[config.mk]
export PLATFORM = sky130hd
export DESIGN_NAME = uart_tx_buffer_flat
export DESIGN_NICKNAME = d
export VERILOG_FILES = /design/src/rtl/uart_tx_buffer_if.sv /design/src/rtl/uart_tx_buffer.sv /design/src/flat_wrapper.sv
export SDC_FILE = /design/constraint.sdc
export NUM_CORES = 2
export LEC_CHECK = 0
export BUFFER_PORTS_ARGS = -buffer_cell sky130_fd_sc_hd__buf_2
export CORE_MARGIN = 4
export CORE_UTILIZATION = 60
export DETAILED_ROUTE_END_ITERATION = 10
export GPL_TIMING_DRIVEN = 0
export HOLD_SLACK_MARGIN = 0.08
export PLACE_DENSITY_LB_ADDON = 0.25
export REMOVE_ABC_BUFFERS = 1
export SYNTH_ARGS = -nofsm -noshare
export SYNTH_HDL_FRONTEND = slang
export SYNTH_SLANG_ARGS = --single-unit
[constraint.sdc]
create_clock -name clk -period 3.28 [get_ports clk]
set_input_delay 0.328 -clock clk [delete_from_list [all_inputs] [get_ports clk]]
set_output_delay 0.328 -clock clk [all_outputs]
set_load 0.01 [all_outputs]
[src/rtl/uart_tx_buffer_if.sv]
// Host/UART_TX-facing signal bundle of the transmit byte buffer.
// The master side is the surrounding logic (host writer plus UART_TX busy flag).
interface uart_tx_buffer_if #(
  parameter int unsigned DATA_WIDTH    = 8,
  parameter int unsigned ADDRESS_WIDTH = 8
);
  logic [DATA_WIDTH-1:0]  wr_data;
  logic                   wr_en;
  logic                   flush;
  logic [ADDRESS_WIDTH:0] buf_count;
  logic                   buf_empty;
  logic                   buf_full;
  logic                   wr_overflow;
  logic [DATA_WIDTH-1:0]  tx_data;
  logic                   tx_rdy;
  logic                   tx_busy;

  modport master (
    output wr_data, wr_en, flush, tx_busy,
    input  buf_count, buf_empty, buf_full, wr_overflow, tx_data, tx_rdy
  );

  modport slave (
    input  wr_data, wr_en, flush, tx_busy,
    output buf_count, buf_empty, buf_full, wr_overflow, tx_data, tx_rdy
  );
endinterface

[src/rtl/uart_tx_buffer.sv]
// Transmit byte buffer: circular RAM filled by host strobes, drained one byte
// at a time into UART_TX through the tx_data/tx_rdy/tx_busy handshake.
module uart_tx_buffer #(
  parameter int unsigned DATA_WIDTH    = 8,
  parameter int unsigned ADDRESS_WIDTH = 8
) (
  input  logic            clk,
  input  logic            rst,
  uart_tx_buffer_if.slave bus
);
  localparam int unsigned DEPTH = 1 << ADDRESS_WIDTH;
  localparam int unsigned CNT_W = ADDRESS_WIDTH + 1;

  typedef enum logic [1:0] {IDLE, LOAD, WAIT_BUSY, WAIT_DONE} state_t;

  state_t                   state;
  logic [DATA_WIDTH-1:0]    ram [DEPTH];
  logic [DATA_WIDTH-1:0]    rd_q;
  logic [ADDRESS_WIDTH-1:0] wr_ptr;
  logic [ADDRESS_WIDTH-1:0] rd_ptr;
  logic [CNT_W-1:0]         count;
  logic [CNT_W-1:0]         count_nxt;
  logic                     full;
  logic                     empty;
  logic                     wr_accept;
  logic                     pop;

  // Full/empty decisions always use the current-cycle count.
  assign full      = (count == CNT_W'(DEPTH));
  assign empty     = (count == '0);
  assign wr_accept = bus.wr_en && !bus.flush && !full;
  assign pop       = (state == IDLE) && !empty && !bus.tx_busy && !bus.flush;

  always_comb begin
    count_nxt = count;
    if (bus.flush)
      count_nxt = '0;
    else if (wr_accept && !pop)
      count_nxt = count + CNT_W'(1);
    else if (!wr_accept && pop)
      count_nxt = count - CNT_W'(1);
  end

  assign bus.buf_count = count;

  // Pointers, occupancy flags and the sticky overflow flag.
  always_ff @(posedge clk or negedge rst) begin
    if (!rst) begin
      wr_ptr          <= '0;
      rd_ptr          <= '0;
      count           <= '0;
      bus.buf_empty   <= 1'b1;
      bus.buf_full    <= 1'b0;
      bus.wr_overflow <= 1'b0;
    end else begin
      count         <= count_nxt;
      bus.buf_empty <= (count_nxt == '0);
      bus.buf_full  <= (count_nxt == CNT_W'(DEPTH));
      if (bus.flush) begin
        wr_ptr          <= '0;
        rd_ptr          <= '0;
        bus.wr_overflow <= 1'b0;
      end else begin
        if (wr_accept)
          wr_ptr <= wr_ptr + ADDRESS_WIDTH'(1);
        if (pop)
          rd_ptr <= rd_ptr + ADDRESS_WIDTH'(1);
        // A dropped write wins over a same-cycle pop clearing the flag.
        if (bus.wr_en && full)
          bus.wr_overflow <= 1'b1;
        else if (pop)
          bus.wr_overflow <= 1'b0;
      end
    end
  end

  // Storage array; contents are not reset.
  always_ff @(posedge clk) begin
    if (wr_accept)
      ram[wr_ptr] <= bus.wr_data;
    if (pop)
      rd_q <= ram[rd_ptr];
  end

  // Drain sequencer; tx_rdy is high exactly while in WAIT_BUSY.
  always_ff @(posedge clk or negedge rst) begin
    if (!rst) begin
      state       <= IDLE;
      bus.tx_data <= '0;
      bus.tx_rdy  <= 1'b0;
    end else begin
      case (state)
        IDLE: begin
          if (pop)
            state <= LOAD;
        end
        LOAD: begin
          bus.tx_data <= rd_q;
          bus.tx_rdy  <= 1'b1;
          state       <= WAIT_BUSY;
        end
        WAIT_BUSY: begin
          if (bus.tx_busy) begin
            bus.tx_rdy <= 1'b0;
            state      <= WAIT_DONE;
          end
        end
        WAIT_DONE: begin
          if (!bus.tx_busy)
            state <= IDLE;
        end
        default: begin
          bus.tx_rdy <= 1'b0;
          state      <= IDLE;
        end
      endcase
    end
  end
endmodule

[src/flat_wrapper.sv]
// flat-port wrapper written by rule: the top's interface ports become plain ports
module uart_tx_buffer_flat 
#(
  parameter int unsigned DATA_WIDTH    = 8,
  parameter int unsigned ADDRESS_WIDTH = 8
)
  (clk, rst, bus_wr_data, bus_wr_en, bus_flush, bus_tx_busy, bus_buf_count, bus_buf_empty, bus_buf_full, bus_wr_overflow, bus_tx_data, bus_tx_rdy);
  uart_tx_buffer_if #(.DATA_WIDTH(DATA_WIDTH), .ADDRESS_WIDTH(ADDRESS_WIDTH)) bus_i ();
  input  logic clk;
  input  logic rst;
  input wire logic [$bits(bus_i.wr_data)-1:0] bus_wr_data;
  input wire logic [$bits(bus_i.wr_en)-1:0] bus_wr_en;
  input wire logic [$bits(bus_i.flush)-1:0] bus_flush;
  input wire logic [$bits(bus_i.tx_busy)-1:0] bus_tx_busy;
  output wire logic [$bits(bus_i.buf_count)-1:0] bus_buf_count;
  output wire logic [$bits(bus_i.buf_empty)-1:0] bus_buf_empty;
  output wire logic [$bits(bus_i.buf_full)-1:0] bus_buf_full;
  output wire logic [$bits(bus_i.wr_overflow)-1:0] bus_wr_overflow;
  output wire logic [$bits(bus_i.tx_data)-1:0] bus_tx_data;
  output wire logic [$bits(bus_i.tx_rdy)-1:0] bus_tx_rdy;
  assign bus_i.wr_data = bus_wr_data;
  assign bus_i.wr_en = bus_wr_en;
  assign bus_i.flush = bus_flush;
  assign bus_i.tx_busy = bus_tx_busy;
  assign bus_buf_count = bus_i.buf_count;
  assign bus_buf_empty = bus_i.buf_empty;
  assign bus_buf_full = bus_i.buf_full;
  assign bus_wr_overflow = bus_i.wr_overflow;
  assign bus_tx_data = bus_i.tx_data;
  assign bus_tx_rdy = bus_i.tx_rdy;
  uart_tx_buffer #(.DATA_WIDTH(DATA_WIDTH), .ADDRESS_WIDTH(ADDRESS_WIDTH)) u_core (.clk(clk), .rst(rst), .bus(bus_i));
endmodule
==> results.md <==
- Outcome: complete, but fails checks
- Violated checks: negative setup slack
- Area share of the leading cell type in the synthesized netlist: 75.43%
- Max Slew Vio Count: 0
- Final period utilization: 105.0%
- Avg WL per Cell: about 36 microns
- Total length of routed wires: ~220000 microns
- Yosys cell types: 76
- Commonest cells after routing, fill and taps aside: edfxtp_1, mux4_2, mux2i_1, clkbuf_16, nor2_2
- Post-synth top area cell: edfxtp_1
- Worst Hold Path Cells: 1
- Clk root buf: clkbuf_16
- Height of the die: roughly 380 microns
- Hold slack: around 0.034 ns
- Max Cap Viol: 0
- Yosys warnings: 0
- Area of the mapped netlist: 81850 sq um
- Die area: 142400 sq um
- Syn_area_per_cell: between 20 and 25 sq um
- Final GP Congestion: between 0.8 and 0.9
- Std-Cell Rows: roughly 140
- CTS clock-pin slew for the worst setup and hold paths: 0.06 ns
- CTS max path bufs: 3
- Share of layout cells above drive strength 1: ~30%
- CP required: approximately 3.7 ns
- Maximum vdd ir drop: roughly 500 uV
- CTS tree: yes
- First-pass GRT wire length: roughly 310000 microns
- Initial antenna violation count: 3
- Worst skew pair latency: 0.81 ns
- Worst Hold End: u_core.ram[109][2]$_DFFE_PP_
- Hold/Removal Path Class: in -> reg
- Reg2Reg Setup Slack: -0.16 ns
- Ports: 34
- Cells after Synth: between 3000 and 4000
- DRT antenna net count: 0
- Vias in the first global route: approximately 42000
- Tot GR Track Use: between 30% and 40%
- DRT iter0 DRCs: between 6000 and 7000
- Asr flop ratio synth: 1.862%
- Fin nets: approximately 4200
- Seq/Total Area, Yosys: 76.62%
- Total gr overflow: 0
- I/O Buffers: 33
- Final hold vios: 0
- Pre-antenna DRT Iters: 7
- Area grow syn2layout: 15.96%
- Data arrival, critical path: just under 4 ns
- Worst r2r src: u_core.wr_ptr[7]$_DFFE_PN0P_
- Final setup TNS: -13.03 ns
- Commonest non-fill, non-tap cell in the layout: edfxtp_1
- Setup WS post-layout: -0.1648 ns
- Core footprint: around 140000 sq um
- Pre-CTS setup slack: -2.675 ns
- Fmax: slightly below 0.3 GHz
- H-tree lvl count: 4
- Max FO, Critical Path: 16
- Ys flop type: edfxtp_1
- Die W: between 300 and 400 microns
- Via Count: between 40000 and 50000
- CP Capture Type: flop
- Layout Skew: between 0.03 and 0.04 ns
- Final setup vio count: ~240
- Hold path startpoint: bus_wr_data[2]
- Top area cells in the synthesized netlist: edfxtp_1, mux4_2, mux2i_1
- R2r endpoint: u_core.ram[170][6]$_DFFE_PP_
- Initial core utilization: about 60%
- RSZ-0062 raised after global routing: yes
- Largest net degree at the start of global routing: approximately 170
- # clock sinks: approximately 2100
- P_leak: around 28 nW
- Num CTS Buffers: roughly 200
- Vias per cell: ~7.0
- Post-synth EDFFs: around 2000
- Yosys reg bits: 2095
- Pwr/cell area: around 620 nW/um^2
- Slew @ Worst Pin: around 1.5 ns
- CP startpoint kind: flop
- Hpwl dp: around 120000 microns
- Crit Path Class: reg -> reg
- Cell area after layout: roughly 95000 sq um
- Rel. slew slack: 1.968%
- Post-route DRC: 0
- Total Power: 59.12 mW
- FF-to-FF path depth: 3
- Area after DPL: about 85000 sq um
- Post-layout min period: around 3.4 ns
[how the worst max path moves through the flow]
stage	from	end	slack, ns	depth (start not counted)
2_1_floorplan	u_core.rd_ptr[0]$_DFFE_PN0P_	u_core.rd_q[6]$_DFFE_PP_	-19.80	5
3_3_place_gp	u_core.rd_ptr[0]$_DFFE_PN0P_	u_core.rd_q[6]$_DFFE_PP_	-45.11	5
3_5_place_dp	u_core.rd_ptr[4]$_DFFE_PN0P_	u_core.rd_q[6]$_DFFE_PP_	-2.67	7
4_1_cts	u_core.bus.buf_count[1]$_DFF_PN0_	u_core.ram[245][0]$_DFFE_PP_	-0.08	8
5_1_grt	u_core.wr_ptr[4]$_DFFE_PN0P_	u_core.ram[97][0]$_DFFE_PP_	-0.23	3
6_report	u_core.wr_ptr[7]$_DFFE_PN0P_	u_core.ram[170][6]$_DFFE_PP_	-0.16	3
[stage by stage]
| step | instances | utilization (%) |
|---|---|---|
| after global placement | 5548 | 61.19 |
| after floorplan | 3734 | - |
| final | 6095 | 70.06 |
| after CTS | 6061 | 69.25 |
| after detailed placement | 5613 | 62.52 |
| after global routing | 6090 | 70.05 |
[registers in the layout, summed over array words and instances, names as in the netlist]
| register | count |
|---|---|
| u_core.bus.tx_rdy | 1 |
| u_core.ram | 2048 |
| u_core.state | 2 |
| u_core.bus.wr_overflow | 1 |
| u_core.bus.tx_data | 8 |
| u_core.bus.buf_count | 9 |
| u_core.rd_q | 8 |
| u_core.bus.buf_empty | 1 |
| u_core.bus.buf_full | 1 |
| u_core.rd_ptr | 8 |
| u_core.wr_ptr | 8 |
[cells in the mapped netlist, drive strengths merged, types with 37 or more instances]
library cell	n
nor2	317
clkbuf	94
a221oi	39
edfxtp	2056
nand2	72
nand3	37
o21ai	38
buf	145
dfrtp	38
a21oi	64
a22oi	96
mux4	439
mux2i	241
[worst max-delay path, cell delays in order (launching register included)]
cell	delay, ns
dfrtp_1	0.68
nor2b_1	0.57
nand2_1	0.84
nor2_1	0.94
[layer usage]
metal	share of wire [%]	routed length, microns	vias to the layer above	track usage (%)
met5	0	0	-	0
met4	5.1	11040	0	14.87
met3	12	25540	541	8.286
met2	47	102200	3048	46.05
met1	37	79810	22210	43.14
li1	-	-	16900	-
[area by class of cell]
type                            count  area (sq um)
Multi-Input combinational cell   1625         19740
Clock inverter                    107         940.9
Inverter                           15         61.31
Sequential cell                  2095         62740
Antenna cell                        5         12.51
Timing Repair Buffer              210          3862
Fill cell                        7803         40560
Clock buffer                      257          5325
Tap cell                         1781          2228
[cell families (layout without fill, tap and decap cells)]
| kind of cell | after synthesis | after routing | share of synthesized area (%) |
|---|---|---|---|
| AO/OA/AOI/OAI | 379 | 379 | 3.320 |
| other | 0 | 5 | 0 |
| multiplexers | 696 | 696 | 15.25 |
| XOR/XNOR | 14 | 14 | 0.1498 |
| AND/OR/NAND/NOR | 523 | 524 | 2.762 |
| flip-flops | 2095 | 2095 | 76.62 |
| buffers and inverters | 254 | 589 | 1.715 |
| adder cells (fa/ha/maj) | 12 | 12 | 0.1834 |
[power by group]
group          leakage [nW]  switching, mW  internal, mW
registers              19.0          0.150          29.5
logic                  6.40           3.58          3.53
clock network          3.04           9.61          12.7
[timing repair]
action	CTS	global route
endpoints found under the setup margin	2058	1737
cloned	31	5
gates resized for setup	351	167
buffers inserted	42	24
hold buffers	11	0
endpoints found under the hold margin	307	0
pin swaps	6	25
Note: power is estimated with default switching activity, not from simulation.
